==> src/rtl/btn_scan_scheduler_if.sv <==
// Press-event handshake between btn_scan_scheduler (master) and its consumer (slave).
// The scheduler drives event_valid/event_id; the consumer answers with event_ready.
interface btn_scan_scheduler_if #(
    parameter int ID_W = 2
);
    logic            event_valid;
    logic [ID_W-1:0] event_id;
    logic            event_ready;

    modport master (output event_valid, output event_id, input event_ready);
    modport slave  (input event_valid, input event_id, output event_ready);
endinterface

==> src/rtl/btn_scan_scheduler.sv <==
// Debounces NUM_BTN push-buttons with one shared settle counter, granted round-robin.
// Optional macro BTN_AUTOREPEAT_EN re-emits the event while the granted button stays held.
module btn_scan_scheduler #(
    parameter int NUM_BTN       = 4,
    parameter int SETTLE_CYCLES = 5000000,
    parameter int CNT_W         = 26,
    parameter int ID_W          = 2
`ifdef BTN_AUTOREPEAT_EN
   ,parameter int REPEAT_CYCLES = 25000000
`endif
) (
    input  logic                 clk_in,
    input  logic                 reset,
    input  logic [NUM_BTN-1:0]   button_in,
    btn_scan_scheduler_if.master evt,
    output logic                 busy,
    output logic [NUM_BTN-1:0]   sel_onehot
);

    typedef enum logic [1:0] {ST_IDLE, ST_SETTLE, ST_EMIT, ST_RELEASE} state_e;

    localparam logic [CNT_W-1:0] SETTLE_LAST = CNT_W'(SETTLE_CYCLES - 1);

    state_e             state_q, state_d;
    logic [CNT_W-1:0]   cnt_q, cnt_d;
    logic [ID_W-1:0]    sel_q, sel_d;
    logic [ID_W-1:0]    lastGrant_q, lastGrant_d;
    logic               eventValid_q, eventValid_d;
    logic [ID_W-1:0]    eventId_q, eventId_d;
    logic [NUM_BTN-1:0] btnMeta_q, btnS_q;

    logic [NUM_BTN-1:0] selOneHot;
    logic               selBit;
    logic               grantFound;
    logic [ID_W-1:0]    grantIdx;

`ifdef BTN_AUTOREPEAT_EN
    localparam int RPT_W = (REPEAT_CYCLES > 2) ? $clog2(REPEAT_CYCLES) : 1;
    localparam logic [RPT_W-1:0] REPEAT_LAST = RPT_W'(REPEAT_CYCLES - 1);
    logic [RPT_W-1:0] rpt_q, rpt_d;
`endif

    always_ff @(posedge clk_in or posedge reset) begin
        if (reset) begin
            btnMeta_q <= '0;
            btnS_q    <= '0;
        end else begin
            btnMeta_q <= button_in;
            btnS_q    <= btnMeta_q;
        end
    end

    always_comb begin
        selOneHot = '0;
        for (int i = 0; i < NUM_BTN; i++) begin
            selOneHot[i] = (state_q != ST_IDLE) && (sel_q == ID_W'(i));
        end
        selBit = |(btnS_q & selOneHot);
    end

    // Lowest pressed index above lastGrant wins; otherwise wrap to the lowest at or below it.
    always_comb begin
        grantFound = 1'b0;
        grantIdx   = '0;
        for (int j = NUM_BTN - 1; j >= 0; j--) begin
            if (btnS_q[j] && (j <= int'(lastGrant_q))) begin
                grantFound = 1'b1;
                grantIdx   = ID_W'(j);
            end
        end
        for (int j = NUM_BTN - 1; j >= 0; j--) begin
            if (btnS_q[j] && (j > int'(lastGrant_q))) begin
                grantFound = 1'b1;
                grantIdx   = ID_W'(j);
            end
        end
    end

    always_ff @(posedge clk_in or posedge reset) begin
        if (reset) begin
            state_q      <= ST_IDLE;
            cnt_q        <= '0;
            sel_q        <= '0;
            lastGrant_q  <= ID_W'(NUM_BTN - 1);
            eventValid_q <= 1'b0;
            eventId_q    <= '0;
`ifdef BTN_AUTOREPEAT_EN
            rpt_q        <= '0;
`endif
        end else begin
            state_q      <= state_d;
            cnt_q        <= cnt_d;
            sel_q        <= sel_d;
            lastGrant_q  <= lastGrant_d;
            eventValid_q <= eventValid_d;
            eventId_q    <= eventId_d;
`ifdef BTN_AUTOREPEAT_EN
            rpt_q        <= rpt_d;
`endif
        end
    end

    always_comb begin
        state_d      = state_q;
        cnt_d        = cnt_q;
        sel_d        = sel_q;
        lastGrant_d  = lastGrant_q;
        eventValid_d = eventValid_q;
        eventId_d    = eventId_q;
`ifdef BTN_AUTOREPEAT_EN
        rpt_d        = '0;
`endif
        unique case (state_q)
            ST_IDLE: begin
                if (grantFound) begin
                    sel_d       = grantIdx;
                    lastGrant_d = grantIdx;
                    cnt_d       = '0;
                    state_d     = ST_SETTLE;
                end
            end
            ST_SETTLE: begin
                if (!selBit) begin
                    state_d = ST_IDLE;
                end else if (cnt_q == SETTLE_LAST) begin
                    state_d      = ST_EMIT;
                    eventValid_d = 1'b1;
                    eventId_d    = sel_q;
                end else begin
                    cnt_d = cnt_q + 1'b1;
                end
            end
            ST_EMIT: begin
                if (eventValid_q && evt.event_ready) begin
                    eventValid_d = 1'b0;
                    cnt_d        = '0;
                    state_d      = ST_RELEASE;
                end
            end
            ST_RELEASE: begin
                if (selBit) begin
                    cnt_d = '0;
`ifdef BTN_AUTOREPEAT_EN
                    if (rpt_q == REPEAT_LAST) begin
                        state_d      = ST_EMIT;
                        eventValid_d = 1'b1;
                        eventId_d    = sel_q;
                    end else begin
                        rpt_d = rpt_q + 1'b1;
                    end
`endif
                end else if (cnt_q == SETTLE_LAST) begin
                    state_d = ST_IDLE;
                end else begin
                    cnt_d = cnt_q + 1'b1;
                end
            end
            default: state_d = ST_IDLE;
        endcase
    end

    assign evt.event_valid = eventValid_q;
    assign evt.event_id    = eventId_q;
    assign busy            = (state_q != ST_IDLE);
    assign sel_onehot      = selOneHot;

endmodule

==> src/flat_wrapper.sv <==
// flat-port wrapper written by rule: the top's interface ports become plain ports
module btn_scan_scheduler_flat 
#(
    parameter int NUM_BTN       = 4,
    parameter int SETTLE_CYCLES = 5000000,
    parameter int CNT_W         = 26,
    parameter int ID_W          = 2

)
  (clk_in, reset, button_in, busy, sel_onehot, evt_event_valid, evt_event_id, evt_event_ready);
  btn_scan_scheduler_if #(.ID_W(ID_W)) evt_i ();
  input  logic clk_in;
  input  logic reset;
  input  logic [NUM_BTN-1:0] button_in;
  output logic busy;
  output logic [NUM_BTN-1:0] sel_onehot;
  output wire logic [$bits(evt_i.event_valid)-1:0] evt_event_valid;
  output wire logic [$bits(evt_i.event_id)-1:0] evt_event_id;
  input wire logic [$bits(evt_i.event_ready)-1:0] evt_event_ready;
  assign evt_event_valid = evt_i.event_valid;
  assign evt_event_id = evt_i.event_id;
  assign evt_i.event_ready = evt_event_ready;
  btn_scan_scheduler #(.NUM_BTN(NUM_BTN), .SETTLE_CYCLES(SETTLE_CYCLES), .CNT_W(CNT_W), .ID_W(ID_W)) u_core (.clk_in(clk_in), .reset(reset), .button_in(button_in), .evt(evt_i), .busy(busy), .sel_onehot(sel_onehot));
endmodule
==> config.mk <==
export PLATFORM = sky130hd
export DESIGN_NAME = btn_scan_scheduler_flat
export DESIGN_NICKNAME = d
export VERILOG_FILES = /design/src/rtl/btn_scan_scheduler_if.sv /design/src/rtl/btn_scan_scheduler.sv /design/src/flat_wrapper.sv
export SDC_FILE = /design/constraint.sdc
export NUM_CORES = 1
export LEC_CHECK = 0
export CAP_MARGIN = 30
export CELL_PAD_IN_SITES_DETAIL_PLACEMENT = 1
export CELL_PAD_IN_SITES_GLOBAL_PLACEMENT = 2
export CORE_MARGIN = 2
export CORE_UTILIZATION = 34
export DETAILED_ROUTE_END_ITERATION = 16
export GPL_ROUTABILITY_DRIVEN = 0
export HOLD_SLACK_MARGIN = 0.03
export PLACE_DENSITY = 0.81
export SYNTH_ARGS = -nofsm -noshare
export SYNTH_HDL_FRONTEND = slang
export SYNTH_SLANG_ARGS = --single-unit
==> constraint.sdc <==
create_clock -name clk_in -period 2.1 [get_ports clk_in]
set_input_delay 0.21 -clock clk_in [delete_from_list [all_inputs] [get_ports clk_in]]
set_output_delay 0.21 -clock clk_in [all_outputs]
set_load 0.03 [all_outputs]
# ---- Word level (Yosys, flattened, before mapping)
# Index checks and enable logic that the tools add are counted.
dict set report totals {
  reg_bits 43
}
dict set report op_classes {
  n_eq_ne 14
  muxes 31
  bitwise 1
  order_cmp 6
  n_addsub 1
  reduce_logical 21
}
# op n
set op_table {}
lappend op_table {{$mux W26} 5}
lappend op_table {{$pmux W26 S4} 1}
lappend op_table {{$add A26 B1 Y26 const B} 1}
lappend op_table {{$eq A26 B23 Y1 const B} 1}
lappend op_table {{$mux W2} 13}
lappend op_table {{$logic_and A1 B1 Y1} 11}
lappend op_table {{$mux W1} 10}
lappend op_table {{$ne A2 B1 Y1 const B} 5}
lappend op_table {{$eq A2 B2 Y1 const B} 4}
lappend op_table {{$pmux W2 S4} 1}
lappend op_table {{$reduce_and A3 Y1} 2}
lappend op_table {{$reduce_and A5 Y1} 1}
lappend op_table {{$and A4 B4 Y4} 1}
lappend op_table {{$eq A2 B1 Y1 const B} 2}
lappend op_table {{$gt A2 B2 Y1 const A} 2}
lappend op_table {{$le A2 B2 Y1 const A} 2}
lappend op_table {{$logic_not A2 Y1} 2}
lappend op_table {{$reduce_and A4 Y1} 1}
lappend op_table {{$reduce_bool A2 Y1} 2}
lappend op_table {{$reduce_or A4 Y1} 1}
lappend op_table {{$ne A3 B3 Y1 const B} 1}
lappend op_table {{$gt A1 B2 Y1 const A} 1}
lappend op_table {{$le A1 B2 Y1 const A} 1}
lappend op_table {{$ne A2 B2 Y1 const B} 1}
lappend op_table {{2 further kinds} 2}

# ---- Depth between registers and ports, before layout
# Gate-level depths: netlist (run 1).
dict set report logic_depth {
  word_depth 11
  depth_mapped 8
}

# ---- Worst setup path after synthesis (run 1)
# No wires, ideal clock.
dict set report synth_timing {
  path_kind {flip-flop to flip-flop}
  from {register u_core.sel_q[0]}
  to {register u_core.cnt_q[19]}
  required_ns 2.034
  stages_incl_launch_ff 8
  arrival_ns 1.994
  setup_slack_ns 0.040
  setup_ns 0.066
  period_less_slack_ns 2.060
  path_cell_list {dfrtp_1 -> buf_6 -> mux4_2 -> a21o_1 -> and2_4 -> buf_6 -> or4_1 -> nand2_1}
}
dict set report synth_via {
  elab_chain_len 6
  word_cells_on_any_way 14
  classes_between {eq/ne (4); mux (2); bitwise (1); reduce/logical (7)}
}
# element line_no
set synth_lines {}
lappend synth_lines {{start: declaration} btn_scan_scheduler.sv:26} ;# logic [ID_W-1:0] sel_q, sel_d;
lappend synth_lines {{start signal: assignment} btn_scan_scheduler.sv:93} ;# sel_q <= sel_d;
lappend synth_lines {{$eq A2 B1 Y1, or another cell as far along} btn_scan_scheduler.sv:56} ;# selOneHot[i] = (state_q != ST_IDLE) && (sel_q == ID_W'(i));
lappend synth_lines {{$logic_and A1 B1 Y1} btn_scan_scheduler.sv:56}
lappend synth_lines {{$and A4 B4 Y4 *} btn_scan_scheduler.sv:58} ;# selBit = |(btnS_q & selOneHot);
lappend synth_lines {{$reduce_or A4 Y1 *} btn_scan_scheduler.sv:58}
lappend synth_lines {{$mux W26 / $ne A2 B1 Y1 (equally long branches)} --}
lappend synth_lines {{$pmux W26 S4 / $reduce_and A3 Y1 (equally long branches)} --}
lappend synth_lines {{end signal: assignment} btn_scan_scheduler.sv:92} ;# cnt_q <= cnt_d;
lappend synth_lines {{end: declaration} btn_scan_scheduler.sv:25} ;# logic [CNT_W-1:0] cnt_q, cnt_d;
# Every way passes the cells marked *; elsewhere a longest branch is shown, timed or not.
# A chain may end at the register's enable or synchronous reset.

# ---- Worst setup path in the final report (run 1)
dict set report layout_timing {
  from {register u_core.btnS_q[3]}
  to {register u_core.cnt_q[19]}
}
dict set report layout_via {
  elab_chain_len 10
  word_cells_on_any_way 16
  classes_between {eq/ne (2); mux (9); bitwise (1); reduce/logical (4)}
}
# element line_no
set layout_lines {}
lappend layout_lines {{start: declaration} btn_scan_scheduler.sv:30} ;# logic [NUM_BTN-1:0] btnMeta_q, btnS_q;
lappend layout_lines {{start signal: assignment} btn_scan_scheduler.sv:49} ;# btnS_q <= btnMeta_q;
lappend layout_lines {{$logic_and A1 B1 Y1} btn_scan_scheduler.sv:66} ;# if (btnS_q[j] && (j <= int'(lastGrant_q))) begin
lappend layout_lines {{$mux W1 (4 in series)} btn_scan_scheduler.sv:66}
lappend layout_lines {{$mux W1 (3 in series)} btn_scan_scheduler.sv:72} ;# if (btnS_q[j] && (j > int'(lastGrant_q))) begin
lappend layout_lines {{$ne A2 B1 Y1 (no source line)} --}
lappend layout_lines {{$reduce_and A3 Y1 (no source line)} --}
# Several ways; a longest one is shown, not always the timed one.

==> results of run 1 <==
power breakdown:
| part | switching (W) | leakage (nW) | internal, W |
|---|---|---|---|
| Sequential | 0.000102 | 0.564 | 0.000926 |
| Clock | 0.000296 | 0.0644 | 0.000474 |
| Combinational | 0.000578 | 0.654 | 0.000447 |
registers in the layout, indices dropped and copies added, names as in the netlist, named ones only:
signal / count
u_core.cnt_q: 26
u_core.btnMeta_q: 4
u_core.btnS_q: 4
u_core.evt.event_id: 2
u_core.lastGrant_q: 2
u_core.sel_q: 2
u_core.evt.event_valid: 1
u_core.state_q: 1
synthesized netlist by cell type (all sizes together):
| cell type | n | area share [%] |
|---|---|---|
| a21boi | 1 | 0.33 |
| a21o | 1 | 0.33 |
| a21oi | 16 | 3.5 |
| a221oi | 1 | 0.39 |
| a22oi | 1 | 0.55 |
| a31oi | 1 | 0.28 |
| and2 | 3 | 0.94 |
| and3 | 9 | 2.5 |
| and3b | 1 | 0.39 |
| and4 | 4 | 1.6 |
| buf | 8 | 2.3 |
| clkbuf | 5 | 0.83 |
| dfrtp | 41 | 45 |
| dfstp | 2 | 2.3 |
| ha | 1 | 0.55 |
| inv | 8 | 1.3 |
| mux2 | 3 | 1.5 |
| mux2i | 5 | 2.2 |
| mux4 | 1 | 1.0 |
| nand2 | 16 | 2.7 |
| nand2b | 3 | 0.83 |
| nand3 | 14 | 3.1 |
| nand4 | 9 | 2.5 |
| nor2 | 10 | 1.7 |
| nor2b | 2 | 0.55 |
| nor3 | 5 | 1.1 |
| nor3b | 2 | 0.66 |
| nor4 | 5 | 1.4 |
| nor4b | 2 | 0.78 |
| o211ai | 3 | 1.0 |
| o21a | 4 | 1.3 |
| o21ai | 12 | 2.7 |
| o221ai | 2 | 0.78 |
| o22a | 1 | 0.39 |
| o31a | 2 | 0.78 |
| o31ai | 8 | 2.7 |
| or3 | 6 | 1.7 |
| or4 | 11 | 3.7 |
| xor2 | 4 | 1.6 |
worst max-delay path, delay by kind of cell, from the launching register on:
family	cells	cell delay, ns
and+or+nand+nor	3	0.77
muxes	1	0.52
DFF	1	0.45
AOI/OAI and AO/OA	1	0.22
per-layer routing:
layer | global-route usage, % | wire [um]
met1 | 21.7 | 2700
met3 | 3.11 | 104
met4 | 5.63 | 59
met2 | 28.5 | 2920
met5 | 0 | 0
cells by family after synthesis:
| family | count (synthesis) | synth area share (%) |
|---|---|---|
| buffers and inverters | 21 | 4.43 |
| AOI/OAI and AO/OA | 53 | 15.0 |
| adders and majority gates | 1 | 0.554 |
| and+or+nand+nor | 102 | 25.9 |
| DFF | 43 | 47.8 |
| muxes | 9 | 4.71 |
| xor gates and xnor gates | 4 | 1.55 |
worst paths after layout:
check | end | slack [ns] | depth (start not counted)
setup / recovery | u_core.cnt_q[19] | 0.08 | 5
hold / removal | u_core.btnMeta_q[2] | 0.34 | 1
setup reg to reg | u_core.cnt_q[19] | 0.08 | 5
hold reg to reg | u_core.btnS_q[3] | 0.36 | 0
max in group asynchronous | u_core.sel_q[0] | 1.34 | 3
min in group asynchronous | u_core.sel_q[1] | 0.36 | 3
per-stage QoR:
step	util, %	instance area, um2	hold slack, ns	setup slack, ns	instances
after detailed placement	42.8	2730	0.341	-0.0287	349
after CTS	45.1	2880	0.332	0.0129	357
after global placement	42.8	2730	0.332	0.0484	349
final	46.2	2950	0.343	0.0826	359
after global routing	46.2	2950	0.343	-0.0375	359
after floorplan	-	2260	0.241	0.0395	233
final cells by class:
cell class	instances	area [um2]
tap	77	96.3
fill	728	3440
timing repair buffer	54	465
clock buffer	5	68.8
multi-input combinational	169	1140
inverter	8	30.0
clock inverter	3	67.6
sequential	43	1080
what timing repair did:
item,in CTS,in global routing
gates resized for setup,5,12
buffers inserted,0,2
setup endpoints to repair,4,13
hold endpoints to repair,0,0
pin swaps,0,4
==> out/summary.md, run 1 <==
The flow ran to the end, and the final reports show no timing, DRC or antenna violations. The first-pass iteration count of the detailed router came out at 5. TritonCTS built the clock tree.

The number of H-tree branching levels was 2. For this run, design rule violations remaining after detail routing come to 0. Along the worst path, the maximum fanout reaches 7.

Dividing total power by cell area gives a power density of 958 nW/um2. After the first detailed-routing iteration, the DRC count stood at 53. Synthesized flop and latch total: 43.

Once detail routing completed, the nets flagged for antenna violations numbered 0. The startpoint of the worst hold path was button_in[2]. The CTS buffer count was 5; the total half-perimeter wirelength after legalization and detailed placement was 4130 um.

The total power after layout was 0.00282 W; the number of buffers inserted by hold repair at cts was 0. The slowest stage of the critical path belongs to the cell sky130_fd_sc_hd__mux4_2. Total leakage power: 1.28 nW.

The sink count of the clock tree came out at 43. The number of cell rows is 29. The die is 85.5 um tall. Worst path required time: 2.34 ns.

For the number of nets produced by synthesis, the log shows 241. The tools report the post-synthesis instance total as 233. The area added between synthesis and finish was 30.6%; the effective utilization at floorplan was 35.3%. After global routing the overflow that remains totals 0. The worst hold-check path type was input port to register.

The number of global-route vias before repair was 2105; the transition time at the pin with the least slew margin was 0.564 ns. In this run the count of I/O pins placed on the die edge is 15. On the final layout, the worst clock skew is 0.00355 ns.

In this run the cell area of the synthesized design comes to 2260 um2. The tool flagged a number of max-cap violations equal to 0. The number of vias after detailed routing is 1994.

In this run the mean area of a mapped cell was 9.69 um2. The peak per-stage delay on the critical path is 0.52 ns. The number of diodes is 0, and the maximum number of buffers from clock root to sink is 2.

The final setup TNS is 0 ns. CTS placed an instance of sky130_fd_sc_hd__clkbuf_8 at the clock tree root. The clock period minus worst slack is 2.02 ns, and the sequential element share of the synthesized area is 47.8%.

The kind of end point of the critical path was a register. Traced cell by cell, the critical path runs through mux4_2 -> a21o_1 -> and2_4 -> or4_1 -> nand2_1. The number of failing hold endpoints at the final stage was 0. Leaving out fill and tap cells, the most frequent cells in the layout are sky130_fd_sc_hd__dfrtp_1 (40), sky130_fd_sc_hd__buf_4 (38), sky130_fd_sc_hd__nand2_1 (16). The critical path starts at u_core.btnS_q[3]. The first global-routing pass estimated 9830 um of wire. In the routed layout, each cell is associated on average with a via count of 5.55. The final period utilization came out at 96.1%. Wire length per cell after detailed routing: 16.1 um.

The most common library cell in the layout ignoring fill and taps was sky130_fd_sc_hd__dfrtp_1. The critical path class was register to register. For the worst setup path, the data arrival time is 2.25 ns. The later pin in the worst-skew pair is clocked with a latency of 0.29 ns.

The clock slew seen by the registers of the worst setup and hold paths came out at 0.08 ns. The count of synthesis-stage warnings from yosys was 0; the number of antenna violations at the first check in global routing was 0. Based on the critical path, the design can be clocked at up to 0.496 GHz. In the final layout, the share of cells above drive strength 1 is 24.1%. In this run the horizontal extent of the chip is 85.5 um.

The core region is 6390 um2. The total count of max-transition violations in the final report is 0, and the routed wire length is 5790 um. The number of port buffers works out to 14. The startpoint identified for the worst register-to-register timing path is u_core.btnS_q[3]. The area of the die came out at 7310 um2.

The tools report the number of library cell types mapped by synthesis as 43. STA classifies the critical path startpoint as a register. VDD sags by at most 0.661 mV.

At the end of the flow, the number of nets in the layout was 289. In the global route stage, overall resource usage came out at 16.8%. Maximum number of pins on one net before global-route repair: 44. The logs give 0 for the final count of negative-setup-slack endpoints and 62.4% for the worst slew slack as a fraction of its limit.
No activity file was read; power rests on OpenSTA's default activity.
==> run 2, diff against run 1 <==
--- a/config.mk
+++ b/config.mk
@@ -5,11 +5,12 @@
 export SDC_FILE = /design/constraint.sdc
 export NUM_CORES = 1
 export LEC_CHECK = 0
-export CAP_MARGIN = 30
 export CELL_PAD_IN_SITES_DETAIL_PLACEMENT = 1
 export CELL_PAD_IN_SITES_GLOBAL_PLACEMENT = 2
 export CORE_MARGIN = 2
 export CORE_UTILIZATION = 34
+export CTS_BUF_LIST = sky130_fd_sc_hd__clkbuf_16
+export CTS_CLUSTER_DIAMETER = 120
 export DETAILED_ROUTE_END_ITERATION = 16
 export GPL_ROUTABILITY_DRIVEN = 0
 export HOLD_SLACK_MARGIN = 0.03
==> run 2 against run 1 <==
Worst setup slack is essentially flat. Largest cell class unchanged. Hold slack better by 0.0096 ns. Sequential share of layout area is 0.60 points lower. Sequential power about the same. Highest routed layer unchanged. Clock power rose by 30%. Cell area grew 1.7%. Flip-flop and latch count stayed put. Non-clock buffer count did not move.
==> out/summary.md, run 2 (same netlist as run 1, synthesis figures left out) <==
The maximum number of pins on one net before global-route repair came out at 44 (unchanged). For the number of H-tree branching levels, the log shows 2 (unchanged). Ranked by flip-flop count, first place goes to u_core.cnt_q. The final period utilization came out at 96.0% (about the same). CTS placed an instance of sky130_fd_sc_hd__clkbuf_16 at the clock tree root. The worst setup path is of the register to register kind.

The total count of max-transition violations in the final report was 0 (unchanged); the number of vias per cell after detailed routing was 5.57 (+0.25%). The first-pass iteration count of the detailed router was 4 (-1). Most used routing layer in global routing: met2.

The flow ran to the end, and the final reports show no timing, DRC or antenna violations. The run gives 0 (unchanged) as the number of design rule violations left after detail routing. The multi-input gate area in the final layout was 1130 um2 (-0.44%); the met1 demand-to-capacity share in global routing was 21.5% (-0.20 points). The run gives 7310 um2 (unchanged) as the area of the die. The proportion of layout cells with a drive suffix above 1 was 24.5% (+0.35 points); the remaining global-route overflow was 0 (unchanged).

Number of failing hold endpoints at the final stage: 0 (unchanged). The vertical die dimension is 85.5 um (unchanged), and the met2 track demand over resource in global routing is 28.4% (-0.071 points). TritonCTS built the clock tree. The effective utilization at floorplan came out at 35.3% (unchanged). The critical path goes through mux4_2 -> a21o_1 -> and2_4 -> or4_1 -> nand2_1.

The count of pins on the block boundary was 15 (unchanged); the clock slew seen by the registers of the worst setup and hold paths was 0.06 ns (-0.02 ns). The first-pass GRT wire length came out at 9940 um (+1.1%). The tightest min-delay check is of the register to register type. The maximum number of buffers from clock root to sink is 2 (unchanged).

The flip-flop count of the largest register after layout works out to 26 (unchanged). In the final layout, the registers with the most flip-flops are u_core.cnt_q x26, u_core.btnMeta_q x4, u_core.btnS_q x4. The max-cap check violation count came out at 0 (unchanged). The final core utilization is 46.9% (+0.76 points).

For the number of antenna violations at the first check in global routing, the log shows 0 (unchanged). Arrival time at the worst endpoint: 2.24 ns (about the same). The CTS buffer count is 5 (unchanged), and the peak per-stage delay on the critical path is 0.52 ns (about the same).

The register area was 1080 um2 (unchanged); the number of buffers inserted by hold repair at cts was 0 (unchanged). The path length in cells of the critical path came out at 5 (unchanged). The number of nets at the end of the flow was 289 (unchanged). The total global routing track utilization is 17.0% (+0.20 points), and the cell depth of the worst flop-to-flop path is 5 (unchanged).

For this design, the slowest cell found on the critical path is sky130_fd_sc_hd__mux4_2. The number of cell rows is 29 (unchanged), and the worst slew slack as a fraction of its limit is 62.7% (+0.29 points). The floorplan die width was 85.5 um (unchanged); the number of filler instances in the final layout was 720 (-1.1%). For the total power after layout, the log shows 0.00302 W (+7.1%).

The highest attainable clock frequency is 0.496 GHz (about the same), and the power density relative to cell area is 1010 nW/um2 (+5.4%). The most common library cell in the layout ignoring fill and taps was sky130_fd_sc_hd__dfrtp_1. The run gives 6390 um2 (unchanged) as the core outline area.

For the worst path required time, the log shows 2.32 ns (-0.02 ns). Worst path buffer plus inverter count: 0 (unchanged). The routed wire length was 5740 um (-0.73%); the largest fanout on the critical path was 7 (unchanged).

Number of port buffers: 14 (unchanged). The logs give 1999 (+0.25%) for the number of vias after detailed routing and 0.28 ns (about the same) for the clock network latency to the later pin of the worst-skew pair. The final worst clock skew came out at 0.00618 ns (+0.00262 ns). The post-detailed-route count of antenna-violating nets came out at 0 (unchanged). The wire length per cell after detailed routing was 16.0 um (-0.73%). For the global routing met3 resource utilization, the log shows 4.77% (+1.7 points). For the total leakage power, the log shows 1.29 nW (+0.42%).

Relative to the synthesized area, the layout overhead comes to 32.8%. The total half-perimeter wirelength after legalization and detailed placement is 4130 um (unchanged). In this design, the largest share of critical-path delay is due to simple AND/OR/NAND/NOR gates. The logs give 0.663 mV (+0.24%) for the maximum resistive drop on vdd and 78 (+47%) for the violation count after the first detailed-routing iteration.

The tools report the number of diodes as 0 (unchanged). Number of global-route vias before repair: 2121 (+0.76%). The tools report the final count of negative-setup-slack endpoints as 0 (unchanged).

The worst setup path is launched from a register. The clock period minus worst slack came out at 2.02 ns (-0.000484 ns). The top cell types in the final layout, fill and taps aside, are sky130_fd_sc_hd__dfrtp_1 (40), sky130_fd_sc_hd__buf_4 (38), sky130_fd_sc_hd__nand2_1 (16). Cell depth of the worst min-delay path: 0 (-1).

The transition time at the pin with the least slew margin is 0.560 ns (-0.00434 ns), and the sink count of the clock tree is 43 (unchanged). STA classifies the critical path endpoint as a register.
==> run 2: changes by cell type in the layout (fill, tap and decap cells not counted), sizes merged <==
cell,before,now
dlymetal6s2s,1,0
clkdlybuf4s50,11,12
==> run 2: stage by stage <==
stage	cell area, um2	cells	setup TNS (ns)	hold slack, ns	setup WS (ns)
after CTS	2930	357	0	0.354	0.00965
after floorplan	2260	233	0	0.241	0.0395
after detailed placement	2730	349	-0.0530	0.341	-0.0287
after global placement	2730	349	0	0.332	0.0484
final	3000	359	0	0.353	0.0831
after global routing	3000	359	-0.0409	0.357	-0.0226
==> run 2: routing by layer <==
metal  share of wire [%]  routed length, um  up-vias
met5                   0                  0        -
met4                0.89                 51        0
met3                 1.6                 93        5
met2                  51               2930       17
li1                    -                  -      970
met1                  46               2670     1007
==> run 2: worst paths after layout <==
check | end | from | slack, ns
setup / recovery | u_core.cnt_q[19] | u_core.btnS_q[3] | 0.08
hold / removal | u_core.btnS_q[3] | u_core.btnMeta_q[3] | 0.35
setup reg to reg | u_core.cnt_q[19] | u_core.btnS_q[3] | 0.08
hold reg to reg | u_core.btnS_q[3] | u_core.btnMeta_q[3] | 0.35
max in group asynchronous | u_core.sel_q[0] | reset | 1.33
min in group asynchronous | u_core.sel_q[1] | reset | 0.37
==> run 2: repair_timing <==
item / 4_1_cts / 5_1_grt
endpoints found under the setup margin: 4 / 11
pin swaps: 0 / 4
gates resized for setup: 5 / 11
setup buffers: 0 / 2
==> run 2: layout make-up <==
type	count	share of cell area (%)
Clock inverter	3	2.25
Multi-Input combinational cell	169	37.9
Clock buffer	5	4.18
Timing Repair Buffer	54	15.4
Tap cell	77	3.22
Inverter	8	1.00
Sequential cell	43	36.0
==> run 2: where the power goes <==
part / total, W / internal (W) / switching (W) / leakage, nW
registers: 0.00102 / 0.000927 / 0.0000926 / 0.564
logic: 0.00100 / 0.000436 / 0.000565 / 0.634
clock network: 0.00100 / 0.000681 / 0.000323 / 0.0900
==> RTL change (config.mk and constraints of run 1) <==
`NUM_BTN` is set to 4 in 2 places; all go to 6.
--- a/src/rtl/btn_scan_scheduler.sv
+++ b/src/rtl/btn_scan_scheduler.sv
@@ -1,7 +1,7 @@
 // Debounces NUM_BTN push-buttons with one shared settle counter, granted round-robin.
 // Optional macro BTN_AUTOREPEAT_EN re-emits the event while the granted button stays held.
 module btn_scan_scheduler #(
-    parameter int NUM_BTN       = 4,
+    parameter int NUM_BTN       = 6,
     parameter int SETTLE_CYCLES = 5000000,
     parameter int CNT_W         = 26,
     parameter int ID_W          = 2
--- a/src/flat_wrapper.sv
+++ b/src/flat_wrapper.sv
@@ -1,7 +1,7 @@
 // flat-port wrapper written by rule: the top's interface ports become plain ports
 module btn_scan_scheduler_flat 
 #(
-    parameter int NUM_BTN       = 4,
+    parameter int NUM_BTN       = 6,
     parameter int SETTLE_CYCLES = 5000000,
     parameter int CNT_W         = 26,
     parameter int ID_W          = 2
Ports: changed (resized button_in and sel_onehot); port bits go from 15 to 19. The function was not compared with the original's and may differ.
==> RTL change against run 1 <==
The run now ends with negative setup slack left. Sequential share of layout area shrank 5.4 points. Routed wire length up 45%. Combinational power grew 89%. Worst setup slack worse by 180 ps. Non-clock buffer count up 32. Final area grew 26%. Clock skew rose by 8.7 ps. Sequential cell count up 3. First-iteration DRC count up 70%. Total power increased by 30%. Synthesized area is 16% higher. Die area is 15% higher. Core utilization grew 4.3 points. Largest power group is now combinational cells.
==> RTL change: results (changes against run 1) <==
Status
  – Status: finished with violations (was complete, no violations)
  – Failing checks: negative setup slack

Finish
  – Largest regs: u_core.cnt_q: 26 flops, u_core.btnMeta_q: 6 flops, u_core.btnS_q: 6 flops (was u_core.cnt_q: 26 flops, u_core.btnMeta_q: 4 flops, u_core.btnS_q: 4 flops)
  – Share of cells above drive strength 1: 38.8% (was 24.1%)
  – Final #Nets: 357 (was 289)
  – Comb_multi_in: 199 (was 169)
  – CLK BUF: 7 (was 5)
  – Fraction of area in multi-input gates: 41.6% (was 38.7%)
  – Non-clock buffer share of cell area: 20.0% (was 15.8%)
  – Number of non-clock inverters in the layout: 9 (was 8)

Place
  – DP Wirelength: 5830 um (was 4130 um)
  – Dpl ws: -85.1 ps (was -28.7 ps)
  – IO buf count: 18 (was 14)
  – Post-Place Cells: 432 (was 349)

Power and ir drop
  – Net Switching: 0.00154 W (was 0.000976 W)
  – P_clk: 0.000624 W (was 0.000771 W)
  – VDD IR max: 0.317 mV (was 0.661 mV)
  – Logic power comb: 0.00193 W (was 0.00102 W)
  – Leak pwr: 1.61 nW (was 1.28 nW)

Logic synthesis
  – Mux share of post-synthesis cell area: 1.92% (was 4.71%)
  – Post-Synth Adder-Cell Area: 0.479% (was 0.554%)
  – Sequential share of the synthesized area: 44.1% (was 47.8%)
  – Netlist cell types: 58 (was 43)
  – Post-Synth XOR/XNOR Area: 1.01% (was 1.55%)
  – Post-Syn Nets: 279 (was 241)

Global route
  – Total GRT Usage: 19.7% (was 16.8%)
  – First-pass GRT wire length: 13100 um (was 9830 um)

Floorplan
  – Core outline area: 0.00733 mm^2 (was 0.00639 mm^2)

Worst setup path
  – CP Data Arrival Time: 2390 ps (was 2250 ps)
  – CP max FO: 5 (was 7)
  – Worst path slowest cell: or4_4 (was mux4_2)

STA
  – Setup violators final: 9 (was 0)
  – Rel. slew slack: 62.9% (was 62.4%)
  – Worst Slack Setup Final: -93.3 ps (was 82.6 ps)
  – Skew final: 12.3 ps (was 3.55 ps)

Clock tree
  – Reg clk slew, reported paths: 100 ps (was 80 ps)
  – Clock Latency Late Sink: 310 ps (was 290 ps)

Route
  – Via count: 2539 (was 1994)
==> RTL change: worst max path at each step <==
stage	from	to	slack, ps	cells after the start
6_report	u_core.cnt_q[12]$_DFFE_PP0P_	u_core.evt.event_id[1]$_DFFE_PP0P_	-90	5
5_1_grt	u_core.cnt_q[12]$_DFFE_PP0P_	u_core.cnt_q[22]$_DFFE_PP0P_	-180	6
3_3_place_gp	evt_event_ready	u_core.cnt_q[10]$_DFFE_PP0P_	-30	7
2_1_floorplan	u_core.cnt_q[15]$_DFFE_PP0P_	u_core.evt.event_id[0]$_DFFE_PP0P_	-180	7
3_5_place_dp	evt_event_ready	u_core.cnt_q[10]$_DFFE_PP0P_	-90	7
4_1_cts	u_core.cnt_q[15]$_DFFE_PP0P_	u_core.evt.event_id[1]$_DFFE_PP0P_	-40	5
==> RTL change: metal layers <==
metal	global-route usage, %	vias up	share of wire, %
li1	-	1194	-
met1	26.1	1320	46
met2	33.5	17	51
met3	2.88	8	1.4
met4	5.56	0	1.2
met5	0	-	0
